--- config.mk ---
export PLATFORM = sky130hd
export DESIGN_NAME = pc_fetch_unit
export DESIGN_NICKNAME = d
export VERILOG_FILES = /design/src/rtl/mips_fetch_pkg.sv /design/src/rtl/pc_incr_wrap.sv /design/src/rtl/pc_fetch_unit.sv
export SDC_FILE = /design/constraint.sdc
export NUM_CORES = 1
export LEC_CHECK = 0
export CAP_MARGIN = 20
export CORE_ASPECT_RATIO = 1.2
export CORE_UTILIZATION = 27
export DETAILED_ROUTE_END_ITERATION = 10
export PLACE_DENSITY = 0.69
export RECOVER_POWER = 25
export SLEW_MARGIN = 10
export SYNTH_ARGS = -nofsm -noshare
export SYNTH_HDL_FRONTEND = slang
export SYNTH_SLANG_ARGS = --single-unit
export TNS_END_PERCENT = 5
--- constraint.sdc ---
create_clock -name clk -period 1.9 [get_ports clk]
set_input_delay 0.38 -clock clk [delete_from_list [all_inputs] [get_ports clk]]
set_output_delay 0.38 -clock clk [all_outputs]
set_load 0.02 [all_outputs]
--- src/rtl/mips_fetch_pkg.sv ---
// Purpose: shared types/constants for the instruction-fetch front end.
// Latency: n/a (constants and a combinational helper only).
// Backpressure: n/a.
// Contents: PC width, FSM state encoding (BOOT/RUN/STALL/SQUASH) and the
// power-of-two wrap-mask helper applied to every PC the fetch unit produces.
package mips_fetch_pkg;

    localparam int PC_W = 32;

    // Fetch FSM encoding. The state is observational only; no output depends on it.
    localparam logic [1:0] ST_BOOT   = 2'd0;
    localparam logic [1:0] ST_RUN    = 2'd1;
    localparam logic [1:0] ST_STALL  = 2'd2;
    localparam logic [1:0] ST_SQUASH = 2'd3;

    // Wrap a word index into a power-of-two memory; upper bits come out zero.
    function automatic logic [PC_W-1:0] wrap_pc(input logic [PC_W-1:0] pc,
                                                 input int unsigned     depth);
        wrap_pc = pc & PC_W'(depth - 1);
    endfunction

endpackage

--- src/rtl/pc_incr_wrap.sv ---
// Purpose: next sequential PC, wrapped modulo the instruction memory depth.
// Latency: combinational, zero cycles.
// Backpressure: none; pure function of its input.
// Ports: pc (current word index), next_pc (wrap(pc + PC_STEP)).
module pc_incr_wrap
    import mips_fetch_pkg::*;
#(
    parameter int unsigned PC_STEP   = 1,
    parameter int unsigned MEM_DEPTH = 512
) (
    input  logic [PC_W-1:0] pc,
    output logic [PC_W-1:0] next_pc
);

    assign next_pc = wrap_pc(pc + PC_W'(PC_STEP), MEM_DEPTH);

endmodule

--- src/rtl/pc_fetch_unit.sv ---
// Purpose: PC owner and fetch tracker in front of a 1-cycle registered instruction memory.
// Latency: pc_o -> fetch_pc_o/fetch_valid_o is exactly 1 cycle, aligned with memory data.
// Backpressure: stall_i replays the current word (memory re-reads it); redirect_i wins and squashes one slot.
// Ports: clk, rst_n (async active-low); stall_i, redirect_i, redirect_pc_i in;
//        pc_o (memory address, combinational), fetch_pc_o, fetch_pc1_o, fetch_valid_o out.
// Optional: define FETCH_PERF_EN to add saturating fetch_cnt_o / stall_cnt_o counters.
module pc_fetch_unit
    import mips_fetch_pkg::*;
#(
    parameter logic [PC_W-1:0] RESET_PC  = '0,
    parameter int unsigned     MEM_DEPTH = 512,
    parameter int unsigned     PC_STEP   = 1
) (
    input  logic            clk,
    input  logic            rst_n,
    input  logic            stall_i,
    input  logic            redirect_i,
    input  logic [PC_W-1:0] redirect_pc_i,
    output logic [PC_W-1:0] pc_o,
    output logic [PC_W-1:0] fetch_pc_o,
    output logic [PC_W-1:0] fetch_pc1_o,
    output logic            fetch_valid_o
`ifdef FETCH_PERF_EN
    ,
    output logic [31:0]     fetch_cnt_o,
    output logic [31:0]     stall_cnt_o
`endif
);

    logic [PC_W-1:0] pc_q;
    logic [PC_W-1:0] fetch_pc_q;
    logic            fetch_valid_q;
    logic [1:0]      state;
    logic [1:0]      state_d;
    logic [PC_W-1:0] pc_seq;
    logic [PC_W-1:0] pc_redir;

    assign pc_redir = wrap_pc(redirect_pc_i, MEM_DEPTH);

    pc_incr_wrap #(.PC_STEP(PC_STEP), .MEM_DEPTH(MEM_DEPTH)) u_pc_incr (
        .pc      (pc_q),
        .next_pc (pc_seq)
    );

    pc_incr_wrap #(.PC_STEP(PC_STEP), .MEM_DEPTH(MEM_DEPTH)) u_link_incr (
        .pc      (fetch_pc_q),
        .next_pc (fetch_pc1_o)
    );

    // On a pure stall the memory is re-addressed with the word it already shows,
    // so its registered output stays intact. A redirect must not be masked by a
    // concurrent stall, hence the ~redirect_i term.
    assign pc_o          = (stall_i & ~redirect_i) ? fetch_pc_q : pc_q;
    assign fetch_pc_o    = fetch_pc_q;
    assign fetch_valid_o = fetch_valid_q;

    always_comb begin
        state_d = state;
        if (redirect_i)
            state_d = ST_SQUASH;
        else if (stall_i)
            state_d = ST_STALL;
        else
            state_d = ST_RUN;
    end

    always_ff @(posedge clk or negedge rst_n) begin
        if (!rst_n) begin
            pc_q          <= wrap_pc(RESET_PC, MEM_DEPTH);
            fetch_pc_q    <= wrap_pc(RESET_PC, MEM_DEPTH);
            fetch_valid_q <= 1'b0;
            state         <= ST_BOOT;
        end else begin
            state <= state_d;
            if (redirect_i) begin
                // The word arriving next cycle was fetched down the wrong path:
                // mark it invalid and keep fetch_pc_q as-is (it is not consumed).
                pc_q          <= pc_redir;
                fetch_valid_q <= 1'b0;
            end else if (!stall_i) begin
                fetch_pc_q    <= pc_q;
                pc_q          <= pc_seq;
                fetch_valid_q <= 1'b1;
            end
        end
    end

`ifdef FETCH_PERF_EN
    logic [31:0] fetch_cnt_q;
    logic [31:0] stall_cnt_q;

    always_ff @(posedge clk or negedge rst_n) begin
        if (!rst_n) begin
            fetch_cnt_q <= '0;
            stall_cnt_q <= '0;
        end else begin
            if (!redirect_i && !stall_i && (fetch_cnt_q != '1))
                fetch_cnt_q <= fetch_cnt_q + 32'd1;
            if (!redirect_i && stall_i && (stall_cnt_q != '1))
                stall_cnt_q <= stall_cnt_q + 32'd1;
        end
    end

    assign fetch_cnt_o = fetch_cnt_q;
    assign stall_cnt_o = stall_cnt_q;
`endif

endmodule

==> flow_metrics.env, run 1 <==
export IMPL_period_minus_slack_ns=1.82
export IMPL_yosysUniqueCellTypes=27
export IMPL_grt_max_degree=20
export IMPL_reg2reg_depth=5
export IMPL_first_iter_violations=40
export IMPL_cp_max_fo=3
export IMPL_status="finished clean"
export IMPL_grt_first_pass_wirelength_um=5040
export IMPL_drc=0
export IMPL_relSlewSlack_pct=31.8
export IMPL_drv_slew=0
export IMPL_hpwlAfterDp_um=2660
export IMPL_grt_usage_pct=10.3
export IMPL_num_nets_final=280
export IMPL_holdPathStages=2
export IMPL_reg2reg_setup_slack_ns=0.39
export IMPL_post_cts_buffers=0
export IMPL_finClkSkew_ns=0.00440
export IMPL_synth_flop_cell="dfrtp_1"
export IMPL_yosys_register_bits=19
export IMPL_fillers=609
export IMPL_cts_buffers=3
export IMPL_worstMarginPinSlew_ns=1.02
export IMPL_syn_inst=177
export IMPL_cp_slowest_stage_delay_ns=0.53
export IMPL_cp_end_kind="output port"
export IMPL_async_reset_ff_share_pct=100
export IMPL_hold_viol_final=0
export IMPL_postCtsHoldBufs=0
export IMPL_die_area_sq_um=6340
export IMPL_leakage_nw=1.03
export IMPL_cap_viol_max_count=0
export IMPL_power_density_nw_per_um2=779
export IMPL_yosysSeqAreaShare_pct=29.2
export IMPL_power_mw=1.60
export IMPL_core_sq_um=5740
export IMPL_path_clk_slew_ns=0.07
export IMPL_layout_common_cells="69 x conb_1, 24 x buf_4, 19 x dfrtp_1, 19 x clkdlybuf4s50_1, 16 x mux2_2"
export IMPL_wl_per_cell_um=10.4
export IMPL_critPathSlowestCell="clkdlybuf4s50_1"
export IMPL_required_ns=1.52
export IMPL_final_common_cell="conb_1"
export IMPL_avgSynthCellArea_sq_um=9.19
export IMPL_syn2layout_area_growth_pct=26.6
export IMPL_pre_cts_ws_ns=-0.505
export IMPL_synth_edf_count=0
export IMPL_overflow=0
export IMPL_min_path_type="reg -> reg"
export IMPL_holdWs_ns=0.524
export IMPL_n_antenna_cell=0
export IMPL_yosysWarnings=0
export IMPL_antenna_found_initial=0
export IMPL_cts_max_level=1
export IMPL_crit_type="reg -> out"
export IMPL_drive_gt1_share_pct=26.1
export IMPL_die_h_um=87.0
export IMPL_cts_buffer_depth=2
export IMPL_setup_violations=0
export IMPL_arrival_ns=1.44
export IMPL_drt_pass1_iterations=4
export IMPL_clock_latency_ns=0.25
export IMPL_start_util_pct=28.3
export IMPL_port_buffers=40
export IMPL_worstPathCellList="buf_4 > buf_4 > clkdlybuf4s50_1"
export IMPL_period_share_pct=96.0
export IMPL_dr_total_vias=1221
export IMPL_clock_sinks=19
export IMPL_whs_endpoint="fetch_valid_o"
export IMPL_synth_area_sq_um=1630
export IMPL_num_rows=30
export IMPL_gp_congestion=0.786
export IMPL_max_freq_mhz=548
export IMPL_rr_endpoint="pc_q[8]"
export IMPL_io_pins=133
export IMPL_ant_nets=0
export IMPL_post_route_util_pct=35.9
export IMPL_worstHoldStart="fetch_valid_o"
export IMPL_r2r_start="pc_q[0]"
export IMPL_clockRootBuffer="clkbuf_8"
export IMPL_routed_wl_um=3330
export IMPL_avgViaCountPerCell=3.80
export IMPL_design_area_sq_um=2060
export IMPL_grt_pass1_vias=1083
export IMPL_placed_cell_area_sq_um=2040
export IMPL_rsz0062_at_grt="false"
export IMPL_startpoint_type="flop"
export IMPL_peakVddDrop_uv=260
export IMPL_die_w_um=72.9
export IMPL_cts_tree="done"
export IMPL_setup_ws_ns=0.0766
export IMPL_cp_common_cell="buf_4"
cells in the mapped netlist (2+ instances only):
master	count	area [sq um]
ha_1	2	25.0
nand4b_1	3	26.3
buf_4	69	518
xor2_1	9	78.8
inv_1	3	11.3
nor3_1	2	10.0
mux2_2	16	180
dfrtp_1	19	475
o211ai_1	3	22.5
buf_2	2	10.0
nor2_1	3	11.3
nand3_1	7	35.0
or4_1	4	30.0
nand2_1	14	52.6
xnor2_1	2	17.5
nand2b_1	2	12.5
o21ai_0	7	35.0
metrics by stage:
step / std cells / setup TNS (ns)
after floorplan: 245 / 0
after global placement: 316 / -4.58
after detailed placement: 316 / -4.79
after CTS: 320 / -0.894
after global routing: 321 / 0
final: 321 / 0
per-layer routing:
metal  vias to the layer above  GRT usage, %  wire, um
met5                         -             0         0
li1                        588             -         -
met1                       557          11.4      1280
met2                        74          19.0      1740
met3                         2          2.78       312
met4                         0          3.21        10
cell type report:
cell class              count  area [sq um]  area share [%]
clock buffers               3          41.3            2.00
clock inverters             1          5.00           0.243
inverters                   3          11.3           0.547
multi-input cells         150           877            42.6
flip-flops and latches     19           475            23.1
well taps                  80           100            4.86
repair buffers             65           549            26.7
logic make-up after synthesis:
group	count (synthesis)	synth area share, %
buffers and inverters	76	33.6
other	1	0.231
xor gates and xnor gates	11	5.92
and+or+nand+nor	38	13.1
AOI/OAI and AO/OA	13	4.69
muxes	17	11.7
DFF	19	29.2
adders and majority gates	2	1.54
registers in the layout (all words and copies together) (netlist names):
register / count
pc_q: 9
fetch_pc_o: 9
fetch_valid_o: 1
where the power goes:
part / total [mW] / switching [mW] / internal (mW)
clock network: 0.274 / 0.129 / 0.145
registers: 0.510 / 0.0466 / 0.464
logic: 0.819 / 0.480 / 0.339
worst max-delay path, delay by kind of cell, from the launching register on:
family	cells	cell delay, ns
buffers and inverters	3	0.80
flip-flops	1	0.40
repair_timing:
action	in CTS	in global routing
resized for setup	55	14
cloned	0	1
endpoints found under the setup margin	17	15
pin swaps	0	1
worst max-delay path by stage:
stage / from / to
after floorplan: fetch_pc_o[1] / fetch_pc1_o[8]
after global placement: redirect_i / pc_o[8]
after detailed placement: redirect_i / pc_o[3]
after CTS: redirect_i / pc_o[1]
after global routing: fetch_pc_o[0] / fetch_pc1_o[2]
final: fetch_pc_o[1] / fetch_pc_o[1]
Note: power is estimated with default switching activity, not from simulation.
==> inputs of run 2 (changes only) <==
Settings changed: ABC_CLOCK_PERIOD_IN_PS set to 1900.
==> results of run 2 <==
Final layout, timing and power as in run 1 (identical DEF).
